$ cat config.mk
export PLATFORM = sky130hd
export DESIGN_NAME = sm_clk_wake_sched
export DESIGN_NICKNAME = d
export VERILOG_FILES = /design/src/rtl/sm_clk_wake_sched.sv
export SDC_FILE = /design/constraint.sdc
export NUM_CORES = 1
export LEC_CHECK = 0
export BUFFER_PORTS_ARGS = -buffer_cell sky130_fd_sc_hd__buf_2
export CORE_UTILIZATION = 40
export CTS_BUF_LIST = sky130_fd_sc_hd__clkbuf_16
export DETAILED_ROUTE_END_ITERATION = 6
export SYNTH_ARGS = -nofsm -noshare
export SYNTH_HDL_FRONTEND = slang
export SYNTH_SLANG_ARGS = --single-unit
$ cat constraint.sdc
create_clock -name clk -period 4.42 [get_ports clk]
set_clock_uncertainty 0.05 [all_clocks]
set_input_delay 1.105 -clock clk [delete_from_list [all_inputs] [get_ports clk]]
set_output_delay 1.105 -clock clk [all_outputs]
set_load 0.05 [all_outputs]
$ cat src/rtl/sm_clk_wake_sched.sv
// Per-SM clock-enable scheduler: idle-timeout gating plus round-robin,
// rate-limited wake grants. Optional debug override: SM_CLK_FORCE_ON_EN.
//
// Per-SM state (clk_en[i])
//   state | meaning
//   OFF   | clock gated; activity or wake_pend raises a wake request
//   ON    | clock running; idle counter counts toward IDLE_THRESH
module sm_clk_wake_sched #(
  parameter int NUM_SM      = 4,
  parameter int IDLE_THRESH = 1024,
  parameter int CNT_W       = 16,
  parameter int WAKE_GAP    = 8
) (
  input  logic              clk,
  input  logic              rstn,
  input  logic [NUM_SM-1:0] activity,
`ifdef SM_CLK_FORCE_ON_EN
  input  logic              force_on,
`endif
  output logic [NUM_SM-1:0] clk_en,
  output logic [NUM_SM-1:0] wake_pend
);

  localparam int PTR_W = $clog2(NUM_SM);

  logic [CNT_W-1:0] idle_cnt [NUM_SM];
  logic [PTR_W-1:0] rr_ptr;
  logic [PTR_W-1:0] rr_next;
  logic [7:0]       gap_cnt;
  logic [NUM_SM-1:0] req;
  logic [NUM_SM-1:0] grant;
  logic             grant_any;

  // Only gated SMs compete for a wake slot.
  assign req = ~clk_en & (wake_pend | activity);

  always_comb begin
    int idx;
    logic [PTR_W-1:0] idx_p;
    idx       = 0;
    idx_p     = '0;
    grant     = '0;
    grant_any = 1'b0;
    rr_next   = rr_ptr;
    if (gap_cnt == 8'd0) begin
      for (int k = 0; k < NUM_SM; k++) begin
        idx = int'(rr_ptr) + k;
        if (idx >= NUM_SM) idx = idx - NUM_SM;
        idx_p = PTR_W'(idx);
        if (!grant_any && req[idx_p]) begin
          grant_any    = 1'b1;
          grant[idx_p] = 1'b1;
          rr_next      = (idx == NUM_SM - 1) ? '0 : PTR_W'(idx + 1);
        end
      end
    end
  end

  always_ff @(posedge clk or negedge rstn) begin
    if (!rstn) begin
      clk_en    <= '0;
      wake_pend <= '0;
      rr_ptr    <= '0;
      gap_cnt   <= 8'd0;
      for (int i = 0; i < NUM_SM; i++) idle_cnt[i] <= '0;
    end else begin
`ifdef SM_CLK_FORCE_ON_EN
      if (force_on) begin
        clk_en    <= '1;
        wake_pend <= '0;
        gap_cnt   <= 8'd0;
        for (int i = 0; i < NUM_SM; i++) idle_cnt[i] <= '0;
      end else begin
`endif
        for (int i = 0; i < NUM_SM; i++) begin
          if (clk_en[i]) begin
            // Activity beats the threshold check; the counter never wraps.
            if (activity[i])
              idle_cnt[i] <= '0;
            else if (idle_cnt[i] < CNT_W'(IDLE_THRESH))
              idle_cnt[i] <= idle_cnt[i] + 1'b1;
            else
              clk_en[i] <= 1'b0;
          end else if (grant[i]) begin
            clk_en[i]    <= 1'b1;
            idle_cnt[i]  <= '0;
            wake_pend[i] <= 1'b0;
          end else if (req[i]) begin
            wake_pend[i] <= 1'b1;
          end
        end
        if (grant_any) begin
          gap_cnt <= 8'(WAKE_GAP - 1);
          rr_ptr  <= rr_next;
        end else if (gap_cnt != 8'd0) begin
          gap_cnt <= gap_cnt - 8'd1;
        end
`ifdef SM_CLK_FORCE_ON_EN
      end
`endif
    end
  end

endmodule

**Word-level counts from Yosys, hierarchy flattened**

Index checks and enable logic that the tools add are counted.

- Register bits: 82
- Input port bits: 6
- Output and inout bits: 8
- Logic and storage cells: 182

- $add $sub $neg: 16
- Magnitude comparators: 16
- Equal/unequal tests: 8
- Muxes and demuxes: 90
- Bitwise gates (word level): 10
- Reduce and logical (&&, ||, !) cells: 31

Operators by type and width:

| kind | number |
|---|---|
| $mux 16 | 16 |
| $mux 32 | 8 |
| $eq 32x3->1 const B | 4 |
| $add 16x1->16 const B | 4 |
| $lt 16x11->1 const B | 4 |
| $mux 1 | 40 |
| $mux 4 | 8 |
| $reduce_bool 2->1 | 9 |
| $mux 2 | 8 |
| $mux 8 | 2 |
| $or 4x4->4 | 4 |
| $reduce_and 2->1 | 8 |
| $lt 2x3->1 const B | 4 |
| $ne 3x2->1 const B | 4 |
| $sub 3x3->4 const B | 3 |
| $ge 3x3->1 const B | 3 |
| $add 2x2->2 const B | 4 |
| $bmux 1 s2 | 4 |
| $demux 1 s2 | 4 |
| $ge 2x1->1 const B | 4 |
| $logic_not 8->1 | 1 |
| $reduce_bool 8->1 | 1 |
| $sub 8x1->8 const B | 1 |
| $logic_and 1x1->1 | 7 |
| 10 further kinds | 16 |

**Logic depth before layout (Yosys ltp)**

- Depth after elaboration: 21
- Mapped depth: 12
- Depth with buffers taken out: 9

**Least setup slack after synthesis**

No wires, ideal clock.

- Path type: input to register
- Start: in activity[2]
- End: reg idle_cnt[2] (netlist name)
- Library setup time: 0.066 ns
- Arrival: 3.070 ns
- Data required time: 4.304 ns
- Slack: 1.235 ns
- Cell stages on the path: 8
- Path buffers: 1
- Cell sequence: or2_2 > a221oi_2 > o211ai_2 > nor4_4 > a221oi_2 > buf_2 > or4b_1 > nand2_1

- Word-level cells in the longest chain between the ends: 20
- Elaborated cells on any way between the ends: 35
- Classes of those cells: mux: 22; bitwise: 5; reduce/logical: 8

RTL lines:

| what | RTL line | RTL |
|---|---|---|
| from (decl) | 16 | `input logic [NUM_SM-1:0] activity,` |
| $or 4x4->4 * | 35 | `assign req = ~clk_en & (wake_pend \| activity);` |
| $and 4x4->4 * | 35 |  |
| $bmux 1 s2 | 50 | `if (!grant_any && req[idx_p]) begin` |
| $mux 1 (not written as such) | 50 |  |
| $mux 1 | 50 |  |
| $mux 1 | 45 | `if (gap_cnt == 8'd0) begin` |
| $logic_not 1->1 | 50 |  |
| $logic_and 1x1->1 | 50 |  |
| (+4 left out) | -- |  |
| $mux 1 | 50 |  |
| $mux 1 | 45 |  |
| $logic_not 1->1 | 50 |  |
| $logic_and 1x1->1 | 50 |  |
| $mux 4 * | 50 |  |
| $mux 4 * | 45 |  |
| $reduce_bool 2->1 (no source line) * | -- |  |
| $reduce_and 2->1 (no source line) * | -- |  |
| to (signal, indexed assignment) | 81 | `idle_cnt[i] <= idle_cnt[i] + 1'b1;` |
| to (decl) | 26 | `logic [CNT_W-1:0] idle_cnt [NUM_SM];` |

Mark *: on every way between the ends. The rest lies on a longest branch, timed or not. The select of a mux whose other input is x is not followed.
A chain may end at the register's enable or synchronous reset.

**Worst setup path after layout**

- Start: reg rr_ptr[1]
- End: reg idle_cnt[27] (netlist name)

- Word-level cells in the longest chain between the ends: 21
- Elaborated cells on any way between the ends: 72
- Classes of those cells: add/sub: 7; order compare: 12; mux: 38; bitwise: 3; reduce/logical: 12

RTL lines:

| what | RTL line | RTL |
|---|---|---|
| from (decl) | 27 | `logic [PTR_W-1:0] rr_ptr;` |
| from (signal assigned) | 94 | `rr_ptr <= rr_next;` |
| parallel branches: the longest is 17 deep, another holds $sub 3x3->4 | -- |  |
| $mux 4 * | 50 |  |
| $mux 4 * | 45 |  |
| $reduce_bool 2->1 (no source line) * | -- |  |
| $reduce_and 2->1 (no source line) * | -- |  |

Mark *: on every way between the ends. The select of a mux whose other input is x is not followed.

==> flow_summary.rst <==
.. list-table::
   :header-rows: 1

   * - Metric
     - Value
   * - CP Capture Type
     - register
   * - Met2 wire len
     - 4.37 mm
   * - Top cells by instance count after synthesis
     - 82 x dfrtp_1, 47 x nor2_1, 39 x nand2_1, 30 x o21ai_1, 26 x o21ai_0
   * - Setup Crit Path Kind
     - register to register
   * - Number of routed nets with antenna violations
     - 0
   * - DIE AREA
     - 12100 um^2
   * - Cell count after synthesis
     - 491
   * - Routability congestion estimate
     - 0.876
   * - Synthesis-to-finish area growth
     - 11.2%
   * - Worst-case vdd ir drop
     - 0.272 mV
   * - Share of synthesized area occupied by flip-flops and latches
     - 44.0%
   * - Pre-Repair DR Iteration Count
     - 4
   * - Placed cell count
     - 638
   * - Min Clock Period, post-route
     - 3.80 ns
   * - Synth Cell Area
     - approximately 4700 um^2
   * - Hold path start
     - gap_cnt[6]$_DFFE_PN0P_
   * - Total Negative Setup Slacks
     - 0 ns
   * - First-pass GRT wire length
     - roughly 17 mm
   * - GRT Resource Usage Total
     - 17.3%
   * - Core area
     - 11400 um^2
   * - Count of routing violations after the opening detailed-route iteration
     - 249
   * - Result of the run
     - finished clean
   * - Max-cap violations
     - 0
   * - Post-Layout Cell Count
     - 654
   * - Number of fill cells in the layout
     - 1111
   * - Post-route clock period utilization
     - 85.9%
   * - Number of buffers on the longest clock path
     - 2
   * - R2R Path Start
     - rr_ptr[1]$_DFFE_PN0P_
   * - Number of synthesized register bits
     - 82
   * - Pin count of the biggest net entering global routing
     - 58
   * - Number of nets in the finished design
     - 526
   * - Via count of the routed design
     - 3703
   * - Antenna diode instance count
     - 0
   * - Yosys top cell area share
     - 44.0%
   * - Achievable frequency
     - 0.263 GHz
   * - Library cells used by synthesis
     - 66
   * - Class of the tightest hold or removal check
     - register to register
   * - Leakage power of the design
     - 2.22 nW
   * - Detailed placer's ending HPWL
     - 6.55 mm
   * - Avg WL per Cell
     - between 10 and 15 um
   * - Clock tree from TritonCTS
     - done
   * - M1 WL
     - 4.53 mm
   * - Die Width
     - 110 um
   * - Post-placement worst setup slack
     - 0.637 ns
   * - Gates resized, CTS repair
     - 0
   * - Hold slack
     - 0.428 ns
   * - Number of endpoints with negative hold slack in the final report
     - 0
   * - Syn Nets
     - 511
   * - I/O pin count
     - 14
   * - Wire length on met3
     - 351 um
   * - Number of CTS-inserted buffers
     - 9
   * - Count of buffers added by post-CTS timing repair for setup
     - 0
   * - Clock-pin slew reported for the worst setup and hold paths after clock tree synthesis
     - 0.06 ns
   * - Port-buffer cells
     - 13
   * - Slew @ Worst Pin
     - 0.749 ns
   * - Timing startpoint of the critical path
     - rr_ptr[1]$_DFFE_PN0P_
   * - Aggregate global routing overflow
     - 0
   * - Cell taking the most area after synthesis
     - dfrtp_1
   * - # hold bufs at CTS
     - 0
   * - Most frequent cell after synthesis
     - dfrtp_1
   * - Synthesized area divided by synthesized cell count
     - 9.51 um^2
   * - Clock latency at the later pin of the worst-skew pair
     - 0.34 ns
   * - Biggest fanout along the worst timing path
     - 18
   * - Layout Utilization
     - 45.5%
   * - Count of yosys warnings during synthesis
     - 0
   * - Worst Path Required
     - 4.64 ns
   * - Final routed DRC violation total
     - 0
   * - Starting utilization of the core area
     - 40.9%
   * - Final number of setup-violating endpoints
     - 0
   * - Num rows
     - 39
   * - Max layer used
     - met4
   * - Number of flops mapped to enable cells by yosys
     - 0
   * - Max-slew headroom
     - 50.0%
   * - Critical Path AT
     - 4.01 ns
   * - Pwr Density
     - between 600 and 700 nW/um^2
   * - Antenna violations before repair
     - 0
   * - Worst path setup slack after routing
     - 0.623 ns
   * - Mean number of vias per cell
     - roughly 5.7
   * - Vertical die dimension
     - 110 um
   * - Number of max-slew violations in the final report
     - 0
   * - Post-detailed-routing wire length
     - 9.45 mm
   * - Most instantiated flip-flop cell in the synthesis netlist
     - dfrtp_1
   * - Startpoint kind of the worst setup timing path
     - register
   * - H-tree depth
     - 3
   * - Vias in the first global route
     - 3604
   * - Biggest area contributors in the synthesized netlist
     - dfrtp_1 44%, nor2_1 3.8%, ha_1 3.8%
   * - Setup repair after global routing missed its margin
     - false
   * - CTS Root Buffer Type
     - clkbuf_16
   * - Share of flip-flops with an asynchronous set or reset after synthesis
     - 100%
   * - Clock sinks
     - 82
   * - Share of cells above drive strength 1
     - 11.0%
## stage by stage
| stage | power [mW] | area, um^2 |
|---|---|---|
| after floorplan | 2.09 | 4670 |
| after global placement | 2.35 | 4870 |
| after detailed placement | 2.36 | 4870 |
| after CTS | 3.18 | 5190 |
| after global routing | 3.38 | 5190 |
| final | 3.16 | 5190 |
## worst max-delay path, stage by stage (launching register included)
cell and delay, ns:
dfrtp_1 0.65, inv_1 0.22, ha_1 0.57, mux4_2 0.66
a221o_1 0.43, a221oi_4 0.68, nand2b_1 0.31, and2_1 0.16
## flip-flops by register name (all words and copies together) (netlist names)
name	cells
gap_cnt	8
wake_pend	4
clk_en	4
idle_cnt	64
rr_ptr	2
## layout make-up
cell class                 instances  area (um^2)  area share (%)
clock buffer                       9          225            4.34
tap                              143          179            3.45
clock inverter                     7         95.1            1.83
sequential                        82         2050            39.5
timing repair buffer              17         97.6            1.88
inverter                          15         56.3            1.08
multi-input combinational        381         2490            47.9
## layout by cell type, fill, tap and decap left out, types with 3 or more instances in the layout
| cell | n |
|---|---|
| a21o_1 | 4 |
| o21ai_1 | 30 |
| nand2_1 | 39 |
| and3_1 | 21 |
| nand3_1 | 24 |
| a21boi_1 | 3 |
| o21ba_2 | 3 |
| ha_1 | 14 |
| dfrtp_1 | 82 |
| o21ai_0 | 26 |
| nand2b_1 | 20 |
| a221oi_4 | 3 |
| nor4_1 | 7 |
| or4_1 | 3 |
| a21oi_1 | 11 |
| o21a_1 | 17 |
| or3_1 | 4 |
| o31ai_1 | 10 |
| nor3_1 | 19 |
| inv_1 | 15 |
| clkbuf_16 | 9 |
| clkinvlp_4 | 3 |
| a221oi_2 | 3 |
| buf_2 | 12 |
| or4b_1 | 3 |
| a221oi_1 | 3 |
| and2_1 | 9 |
| mux4_2 | 4 |
| nor2_1 | 47 |
| mux2i_1 | 4 |
| a31oi_1 | 7 |
| o21bai_1 | 4 |
| buf_4 | 5 |
## layer usage
layer	up-vias	global-route usage, %
met5	-	0
met4	0	6.86
li1	1846	-
met1	1768	22.6
met3	17	3.88
met2	72	27.8
## worst paths after layout
| check | to | slack (ns) | depth (start not counted) |
|---|---|---|---|
| setup reg to reg | idle_cnt[27]$_DFFE_PN0P_ | 0.62 | 7 |
| max in group asynchronous | idle_cnt[33]$_DFFE_PN0P_ | 2.74 | 2 |
| hold reg to reg | gap_cnt[6]$_DFFE_PN0P_ | 0.43 | 1 |
| setup / recovery | idle_cnt[27]$_DFFE_PN0P_ | 0.62 | 7 |
| hold / removal | gap_cnt[6]$_DFFE_PN0P_ | 0.43 | 1 |
| min in group asynchronous | idle_cnt[57]$_DFFE_PN0P_ | 0.77 | 1 |
## power breakdown
group	leakage, nW	internal, mW	switching (mW)
Combinational	0.977	0.500	0.866
Sequential	1.09	0.853	0.148
Clock	0.149	0.493	0.302
## logic make-up (layout without fill, tap and decap cells)
group	count (synthesis)	after routing	synth area share, %
compound gates	142	142	21.7
fa+ha+maj	14	14	3.75
buf+inv	28	48	2.76
mux	8	8	2.79
simple gates	213	213	24.3
xor+xnor	4	4	0.751
flops	82	82	44.0
Power figures use the tool's default switching activity.
